--- src/rtl/riscv_pkg.sv ---
// rtl/riscv_pkg.sv - shared opcode, immediate-select, ALU and result-select codes
package riscv_pkg;

    localparam logic [6:0] OP_R      = 7'b0110011;
    localparam logic [6:0] OP_I      = 7'b0010011;
    localparam logic [6:0] OP_LOAD   = 7'b0000011;
    localparam logic [6:0] OP_STORE  = 7'b0100011;
    localparam logic [6:0] OP_BRANCH = 7'b1100011;
    localparam logic [6:0] OP_JAL    = 7'b1101111;
    localparam logic [6:0] OP_JALR   = 7'b1100111;
    localparam logic [6:0] OP_LUI    = 7'b0110111;
    localparam logic [6:0] OP_AUIPC  = 7'b0010111;

    localparam logic [2:0] IMM_I = 3'b000;
    localparam logic [2:0] IMM_S = 3'b001;
    localparam logic [2:0] IMM_B = 3'b010;
    localparam logic [2:0] IMM_J = 3'b011;
    localparam logic [2:0] IMM_U = 3'b100;

    localparam logic [3:0] ALU_ADD  = 4'b0000;
    localparam logic [3:0] ALU_SUB  = 4'b0001;
    localparam logic [3:0] ALU_AND  = 4'b0010;
    localparam logic [3:0] ALU_OR   = 4'b0011;
    localparam logic [3:0] ALU_XOR  = 4'b0100;
    localparam logic [3:0] ALU_SLT  = 4'b0101;
    localparam logic [3:0] ALU_SLTU = 4'b0110;
    localparam logic [3:0] ALU_SLL  = 4'b0111;
    localparam logic [3:0] ALU_SRL  = 4'b1000;
    localparam logic [3:0] ALU_SRA  = 4'b1001;

    localparam logic [1:0] RES_ALU = 2'b00;
    localparam logic [1:0] RES_MEM = 2'b01;
    localparam logic [1:0] RES_PC4 = 2'b10;
    localparam logic [1:0] RES_IMM = 2'b11;

    typedef struct packed {
        logic       reg_write;
        logic       mem_write;
        logic       branch;
        logic       jump;
        logic       alu_src_b;
        logic       alu_src_a;
        logic       illegal;
        logic [1:0] result_src;
        logic [3:0] alu_ctrl;
    } ctrl_t;

    localparam ctrl_t CTRL_BUBBLE = '0;

endpackage

--- src/rtl/main_decoder.sv ---
// rtl/main_decoder.sv - combinational main/ALU decoder: opcode fields to control word and imm_src
module main_decoder
    import riscv_pkg::*;
(
    input  logic [6:0] opcode_i,
    input  logic [2:0] funct3_i,
    input  logic       funct7_5_i,
    input  logic       rd_zero_i,
    input  logic       valid_i,
    output ctrl_t      ctrl_o,
    output logic [2:0] imm_src_o,
    output logic       bubble_o
);

    logic [3:0] alu_fn;
    logic       bad;
    ctrl_t      ctrl;

    // funct3 selects the ALU op for R and I-ALU; funct7[5] picks SUB only for R, SRA for both
    always_comb begin
        alu_fn = ALU_ADD;
        case (funct3_i)
            3'b000:  alu_fn = (funct7_5_i && (opcode_i == OP_R)) ? ALU_SUB : ALU_ADD;
            3'b001:  alu_fn = ALU_SLL;
            3'b010:  alu_fn = ALU_SLT;
            3'b011:  alu_fn = ALU_SLTU;
            3'b100:  alu_fn = ALU_XOR;
            3'b101:  alu_fn = funct7_5_i ? ALU_SRA : ALU_SRL;
            3'b110:  alu_fn = ALU_OR;
            3'b111:  alu_fn = ALU_AND;
            default: alu_fn = ALU_ADD;
        endcase
    end

    // opcode decode; unknown opcodes and empty slots collapse to a bubble
    always_comb begin
        ctrl      = CTRL_BUBBLE;
        imm_src_o = IMM_I;
        bad       = 1'b0;
        case (opcode_i)
            OP_R: begin
                ctrl.reg_write = 1'b1;
                ctrl.alu_ctrl  = alu_fn;
            end
            OP_I: begin
                ctrl.reg_write = 1'b1;
                ctrl.alu_src_b = 1'b1;
                ctrl.alu_ctrl  = alu_fn;
            end
            OP_LOAD: begin
                ctrl.reg_write  = 1'b1;
                ctrl.alu_src_b  = 1'b1;
                ctrl.result_src = RES_MEM;
            end
            OP_STORE: begin
                ctrl.mem_write = 1'b1;
                ctrl.alu_src_b = 1'b1;
                imm_src_o      = IMM_S;
            end
            OP_BRANCH: begin
                ctrl.branch   = 1'b1;
                ctrl.alu_ctrl = ALU_SUB;
                imm_src_o     = IMM_B;
            end
            OP_JAL: begin
                ctrl.reg_write  = 1'b1;
                ctrl.jump       = 1'b1;
                ctrl.alu_src_b  = 1'b1;
                ctrl.result_src = RES_PC4;
                imm_src_o       = IMM_J;
            end
            OP_JALR: begin
                ctrl.reg_write  = 1'b1;
                ctrl.jump       = 1'b1;
                ctrl.alu_src_b  = 1'b1;
                ctrl.result_src = RES_PC4;
            end
            OP_LUI: begin
                ctrl.reg_write  = 1'b1;
                ctrl.alu_src_b  = 1'b1;
                ctrl.result_src = RES_IMM;
                imm_src_o       = IMM_U;
            end
            OP_AUIPC: begin
                ctrl.reg_write = 1'b1;
                ctrl.alu_src_b = 1'b1;
                ctrl.alu_src_a = 1'b1;
                imm_src_o      = IMM_U;
            end
            default: bad = 1'b1;
        endcase
        // x0 writes are dropped here so hazard logic never forwards or stalls on x0
        if (rd_zero_i) begin
            ctrl.reg_write = 1'b0;
        end
        bubble_o = !valid_i || bad;
        if (bubble_o) begin
            ctrl         = CTRL_BUBBLE;
            ctrl.illegal = valid_i & bad;
        end
        ctrl_o = ctrl;
    end

endmodule

--- src/rtl/id_ex_stage.sv ---
// rtl/id_ex_stage.sv - decode stage with ID/EX pipeline register, stall and flush control
module id_ex_stage
    import riscv_pkg::*;
#(
    parameter int XLEN = 32,
    parameter int RA_W = 5
) (
    input  logic            clk,
    input  logic            rst_n,
    input  logic            stall_e,
    input  logic            flush_e,
    input  logic            valid_d,
    input  logic [31:0]     instr_d,
    input  logic [XLEN-1:0] pc_d,
    input  logic [XLEN-1:0] pc_plus4_d,
    input  logic [XLEN-1:0] rd1_d,
    input  logic [XLEN-1:0] rd2_d,
    input  logic [XLEN-1:0] imm_ext_d,
    output logic [2:0]      imm_src_d,
    output logic [RA_W-1:0] rs1_d,
    output logic [RA_W-1:0] rs2_d,
    output logic            reg_write_e,
    output logic            mem_write_e,
    output logic            branch_e,
    output logic            jump_e,
    output logic            alu_src_b_e,
    output logic            alu_src_a_e,
    output logic            illegal_e,
    output logic [1:0]      result_src_e,
    output logic [3:0]      alu_ctrl_e,
    output logic [2:0]      funct3_e,
    output logic [XLEN-1:0] rd1_e,
    output logic [XLEN-1:0] rd2_e,
    output logic [XLEN-1:0] imm_ext_e,
    output logic [XLEN-1:0] pc_e,
    output logic [XLEN-1:0] pc_plus4_e,
    output logic [RA_W-1:0] rs1_e,
    output logic [RA_W-1:0] rs2_e,
    output logic [RA_W-1:0] rd_e
);

    typedef struct packed {
        ctrl_t           ctrl;
        logic [2:0]      funct3;
        logic [XLEN-1:0] rd1;
        logic [XLEN-1:0] rd2;
        logic [XLEN-1:0] imm;
        logic [XLEN-1:0] pc;
        logic [XLEN-1:0] pc4;
        logic [RA_W-1:0] rs1;
        logic [RA_W-1:0] rs2;
        logic [RA_W-1:0] rd;
    } ex_t;

    ctrl_t           ctrl_d;
    logic            bubble_d;
    logic [RA_W-1:0] rd_d;
    ex_t             cap_d;
    ex_t             e_d;
    ex_t             e_q;
    logic            unused_instr_bits;

    assign rs1_d = instr_d[15 +: RA_W];
    assign rs2_d = instr_d[20 +: RA_W];
    assign rd_d  = instr_d[7 +: RA_W];

    assign unused_instr_bits = ^{instr_d[31], instr_d[29:25]};

    main_decoder u_main_decoder (
        .opcode_i   (instr_d[6:0]),
        .funct3_i   (instr_d[14:12]),
        .funct7_5_i (instr_d[30]),
        .rd_zero_i  (rd_d == '0),
        .valid_i    (valid_d),
        .ctrl_o     (ctrl_d),
        .imm_src_o  (imm_src_d),
        .bubble_o   (bubble_d)
    );

    // word offered to EX: full capture, or an all-zero bubble that keeps only the illegal flag
    always_comb begin
        cap_d      = '0;
        cap_d.ctrl = ctrl_d;
        if (!bubble_d) begin
            cap_d.funct3 = instr_d[14:12];
            cap_d.rd1    = rd1_d;
            cap_d.rd2    = rd2_d;
            cap_d.imm    = imm_ext_d;
            cap_d.pc     = pc_d;
            cap_d.pc4    = pc_plus4_d;
            cap_d.rs1    = rs1_d;
            cap_d.rs2    = rs2_d;
            cap_d.rd     = rd_d;
        end
    end

    // flush beats stall: a squashed instruction must never linger in EX
    always_comb begin
        e_d = e_q;
        if (flush_e) begin
            e_d = '0;
        end else if (!stall_e) begin
            e_d = cap_d;
        end
    end

    // ID/EX register
    always_ff @(posedge clk or negedge rst_n) begin
        if (!rst_n) begin
            e_q <= '0;
        end else begin
            e_q <= e_d;
        end
    end

    assign reg_write_e  = e_q.ctrl.reg_write;
    assign mem_write_e  = e_q.ctrl.mem_write;
    assign branch_e     = e_q.ctrl.branch;
    assign jump_e       = e_q.ctrl.jump;
    assign alu_src_b_e  = e_q.ctrl.alu_src_b;
    assign alu_src_a_e  = e_q.ctrl.alu_src_a;
    assign illegal_e    = e_q.ctrl.illegal;
    assign result_src_e = e_q.ctrl.result_src;
    assign alu_ctrl_e   = e_q.ctrl.alu_ctrl;
    assign funct3_e     = e_q.funct3;
    assign rd1_e        = e_q.rd1;
    assign rd2_e        = e_q.rd2;
    assign imm_ext_e    = e_q.imm;
    assign pc_e         = e_q.pc;
    assign pc_plus4_e   = e_q.pc4;
    assign rs1_e        = e_q.rs1;
    assign rs2_e        = e_q.rs2;
    assign rd_e         = e_q.rd;

endmodule

--- config.mk ---
export PLATFORM = sky130hd
export DESIGN_NAME = id_ex_stage
export DESIGN_NICKNAME = d
export VERILOG_FILES = /design/src/rtl/riscv_pkg.sv /design/src/rtl/main_decoder.sv /design/src/rtl/id_ex_stage.sv
export SDC_FILE = /design/constraint.sdc
export NUM_CORES = 1
export LEC_CHECK = 0
export BUFFER_PORTS_ARGS = -buffer_cell sky130_fd_sc_hd__clkbuf_2
export CORE_MARGIN = 2
export CORE_UTILIZATION = 25
export CTS_CLUSTER_DIAMETER = 30
export DETAILED_ROUTE_END_ITERATION = 8
export PLACE_DENSITY = 0.46
export SLEW_MARGIN = 5
export SYNTH_ARGS = -nofsm -noshare
export SYNTH_HDL_FRONTEND = slang
export SYNTH_SLANG_ARGS = --single-unit
export TNS_END_PERCENT = 100
--- constraint.sdc ---
create_clock -name clk -period 1.4 [get_ports clk]
set_input_delay 0.28 -clock clk [delete_from_list [all_inputs] [get_ports clk]]
set_output_delay 0.28 -clock clk [all_outputs]
set_load 0.05 [all_outputs]
==> impl_metrics.env <==
export IMPL_status="finished, violations left"
export IMPL_violations="setup timing"
export IMPL_swShare_pct=26.2
export IMPL_drt_initial_drc_count=232
export IMPL_viasPerCell=4.42
export IMPL_vias=5776
export IMPL_yosysTopAreaCell="dfrtp_1"
export IMPL_finalWorstSetupSlack_ns=-0.149
export IMPL_slew_headroom_pct=68.8
export IMPL_grt_pass1_vias=5685
export IMPL_yosys_area_share_xor_xnor_pct=0.248
export IMPL_antenna_left=0
export IMPL_ys_seq_elements=191
export IMPL_synth_nets=681
export IMPL_endpoint_kind="output pin"
export IMPL_period_share_pct=111
export IMPL_syn_cell_area_sq_mm=0.00707
export IMPL_rsz0062_at_grt="yes"
export IMPL_hold_ws_ns=0.0598
export IMPL_yosysUniqueCellTypes=32
export IMPL_path_cells="buf_6, buf_6, or3_4, a211oi_4, buf_8"
export IMPL_peakVddDrop_v=0.000692
export IMPL_dp_hpwl_mm=16.5
export IMPL_synth_top_area_share_pct=67.6
export IMPL_r2r_start="rd1_e[3]$_DFFE_PN0P_"
export IMPL_synth_top_family_by_area="compound AO/OA/AOI/OAI gates"
export IMPL_maxUsedRoutingLayer="met4"
export IMPL_initial_utilization_pct=25.4
export IMPL_fill_cells=2770
export IMPL_power_frac_comb_pct=8.9
export IMPL_clock_power_share_pct=42.1
export IMPL_dr_wl_met3_mm=1.60
export IMPL_pwr_share_seq_pct=49.0
export IMPL_core_area_sq_mm=0.0278
export IMPL_synthMuxAreaShare_pct=0.159
export IMPL_max_stage_delay_ns=0.37
export IMPL_required_ns=1.12
export IMPL_max_cap_violations=0
export IMPL_cpMostUsedCell="buf_6"
export IMPL_synthTopCellsByCount="dfrtp_1, a22o_1, clkbuf_1"
export IMPL_p_leak_nw=5.87
export IMPL_clock_sinks=191
export IMPL_synth_compound_area_share_pct=24.7
export IMPL_grt_overflow_total=0
export IMPL_arrival_ns=1.27
export IMPL_synth_ff_type="dfrtp_1"
export IMPL_power_mw=11.3
export IMPL_dp_cells=1267
export IMPL_synth_seq_area_share_pct=67.6
export IMPL_syn2layout_area_growth_pct=52.3
export IMPL_final_cells=1307
export IMPL_start_kind="input pin"
export IMPL_clockBufferDepth=2
export IMPL_wl_per_cell_um=16.9
export IMPL_clock_fmax_ghz=0.646
export IMPL_grt_pass1_wl_mm=32.6
export IMPL_async_flop_share_pct=100
export IMPL_synth_fa_ha_area_share_pct=0
export IMPL_hp_start="rd2_d[23]"
export IMPL_first_pass_iters=4
export IMPL_clk_latency_ns=0.42
export IMPL_drv_slew=0
export IMPL_die_h_um=172
export IMPL_grt_usage_pct=14.3
export IMPL_dieWidth_um=172
export IMPL_grt_max_degree=46
export IMPL_finalHoldViolations=0
export IMPL_critPathKind="input pin to output pin"
export IMPL_syn_area_per_cell_sq_um=14.6
export IMPL_fin_skew_ns=0
export IMPL_post_route_drc_count=0
export IMPL_path_max_fanout=3
export IMPL_std_cell_rows=61
export IMPL_place_ws_ns=-0.533
export IMPL_die_area_sq_mm=0.0296
export IMPL_synth_edf_count=0
export IMPL_ios=401
export IMPL_io_buffers=394
export IMPL_crit_slowest_cell="or3_4"
export IMPL_crit_start="instr_d[3]"
export IMPL_numCtsBuffers=17
export IMPL_synth_cells=484
export IMPL_gp_congestion=0.753
export IMPL_ys_warnings_count=0
export IMPL_antenna_found_initial=0
export IMPL_yosys_cell_count_top_type="dfrtp_1"
export IMPL_cts_root_buf="clkbuf_16"
export IMPL_wl_met2_mm=10.9
export IMPL_nNetsFinal=1113
export IMPL_min_path_type="input pin to register"
export IMPL_layout_drive_gt1_share_pct=54.4
export IMPL_htreeDepth=4
export IMPL_wl_met1_mm=9.33
export IMPL_tightestPinTransition_ns=0.469
export IMPL_power_density_mw_per_mm2=1050
export IMPL_diodes=0
export IMPL_power_switching_mw=2.97
export IMPL_period_needed_ns=1.55
export IMPL_cts_tree="built"
export IMPL_internal_power_mw=8.37
export IMPL_clk_pin_slew_worst_paths_ns=0.08
export IMPL_drt_wl_total_mm=22.1
export IMPL_synth_simple_gate_area_share_pct=2.41
export IMPL_ys_top_cells_by_area="dfrtp_1, a22o_1, buf_6, buf_4, clkbuf_1"
export IMPL_setup_viol=131
[layer usage]
metal  up-vias  track usage, %
li1       2712               -
met1      2818            18.0
met2       234            24.2
met3        12            3.73
met4         0            4.09
met5         -               0
[path summary, 6_finish.rpt]
check / to / cells past startpoint / slack [ns]
min in group asynchronous: rd1_e[9]$_DFFE_PN0P_ / 2 / 0.38
max: imm_src_d[0] / 5 / -0.15
min reg2reg: mem_write_e$_DFFE_PN0P_ / 2 / 0.48
min: rd2_e[23]$_DFFE_PN0P_ / 2 / 0.06
max reg2reg: rd1_e[3]$_DFFE_PN0P_ / 1 / 0.65
max in group asynchronous: alu_src_a_e$_DFFE_PN0P_ / 3 / 0.43
[sequential cells by signal, summed over array words and instances (netlist names)]
signal,flops
rd1_e,32
jump_e,1
rd_e,5
rs1_e,5
funct3_e,3
rs2_e,5
reg_write_e,1
pc_e,32
mem_write_e,1
alu_src_a_e,1
alu_ctrl_e,4
rd2_e,32
branch_e,1
imm_ext_e,32
pc_plus4_e,32
result_src_e,2
alu_src_b_e,1
illegal_e,1
[cells in the final DEF (no fill, tap or decap), types with 2 or more instances in the layout]
cell and count:
clkbuf_2 328, dfrtp_1 191, a22o_1 184, buf_2 45
buf_4 41, buf_12 27, clkbuf_16 17, clkbuf_4 14
nand2_1 11, nor2_1 7, o21ai_0 7, a21oi_1 6
clkinv_4 5, buf_6 5, clkbuf_8 3, nand3_1 2
nand2b_1 2, o31ai_1 2, inv_6 2, inv_8 2
clkinv_8 2, buf_8 2
[power by group through the flow]
stage	Combinational, mW	Clock, mW	Sequential (mW)
2_1_floorplan	0.248	0	5.78
3_3_place_gp	1.01	0	5.67
3_5_place_dp	1.00	0	5.67
4_1_cts	1.03	4.97	5.56
5_1_grt	1.10	5.16	5.56
6_report	1.01	4.77	5.56
[critical path: cells and delay by family]
family	cells	cell delay, ns
buf+inv	3	0.38
simple gates	1	0.37
compound gates	1	0.24
[cell families after synthesis]
logic type,Yosys count
compound gates,205
xor+xnor,2
buf+inv,52
flops,191
mux,1
simple gates,33
[stage by stage]
step                      instance area (sq um)  utilization (%)  TNS [ns]
final                                     10800             38.7     -2.59
after global routing                      10800             38.7    -11.67
after CTS                                 10700             38.6     -5.41
after detailed placement                  10000             36.1    -86.78
after global placement                    10000             36.1    -88.70
after floorplan                            7120                -    -24.04
[what timing repair did]
action                                 in CTS  in global routing
gates resized for setup                    21                 54
pin swaps                                   4                  3
setup buffers                               5                  2
setup endpoints to repair                 158                226
hold buffers                                1                  0
endpoints found under the hold margin      35                  0
[cell type report]
class	instances	area, sq um	share of cell area, %
Sequential cell	191	4780	44.4
Tap cell	378	473	4.39
Timing Repair Buffer	465	2940	27.4
Clock buffer	19	443	4.11
Clock inverter	13	129	1.20
Multi-Input combinational cell	241	2000	18.5
No activity file was read; power rests on OpenSTA's default activity.
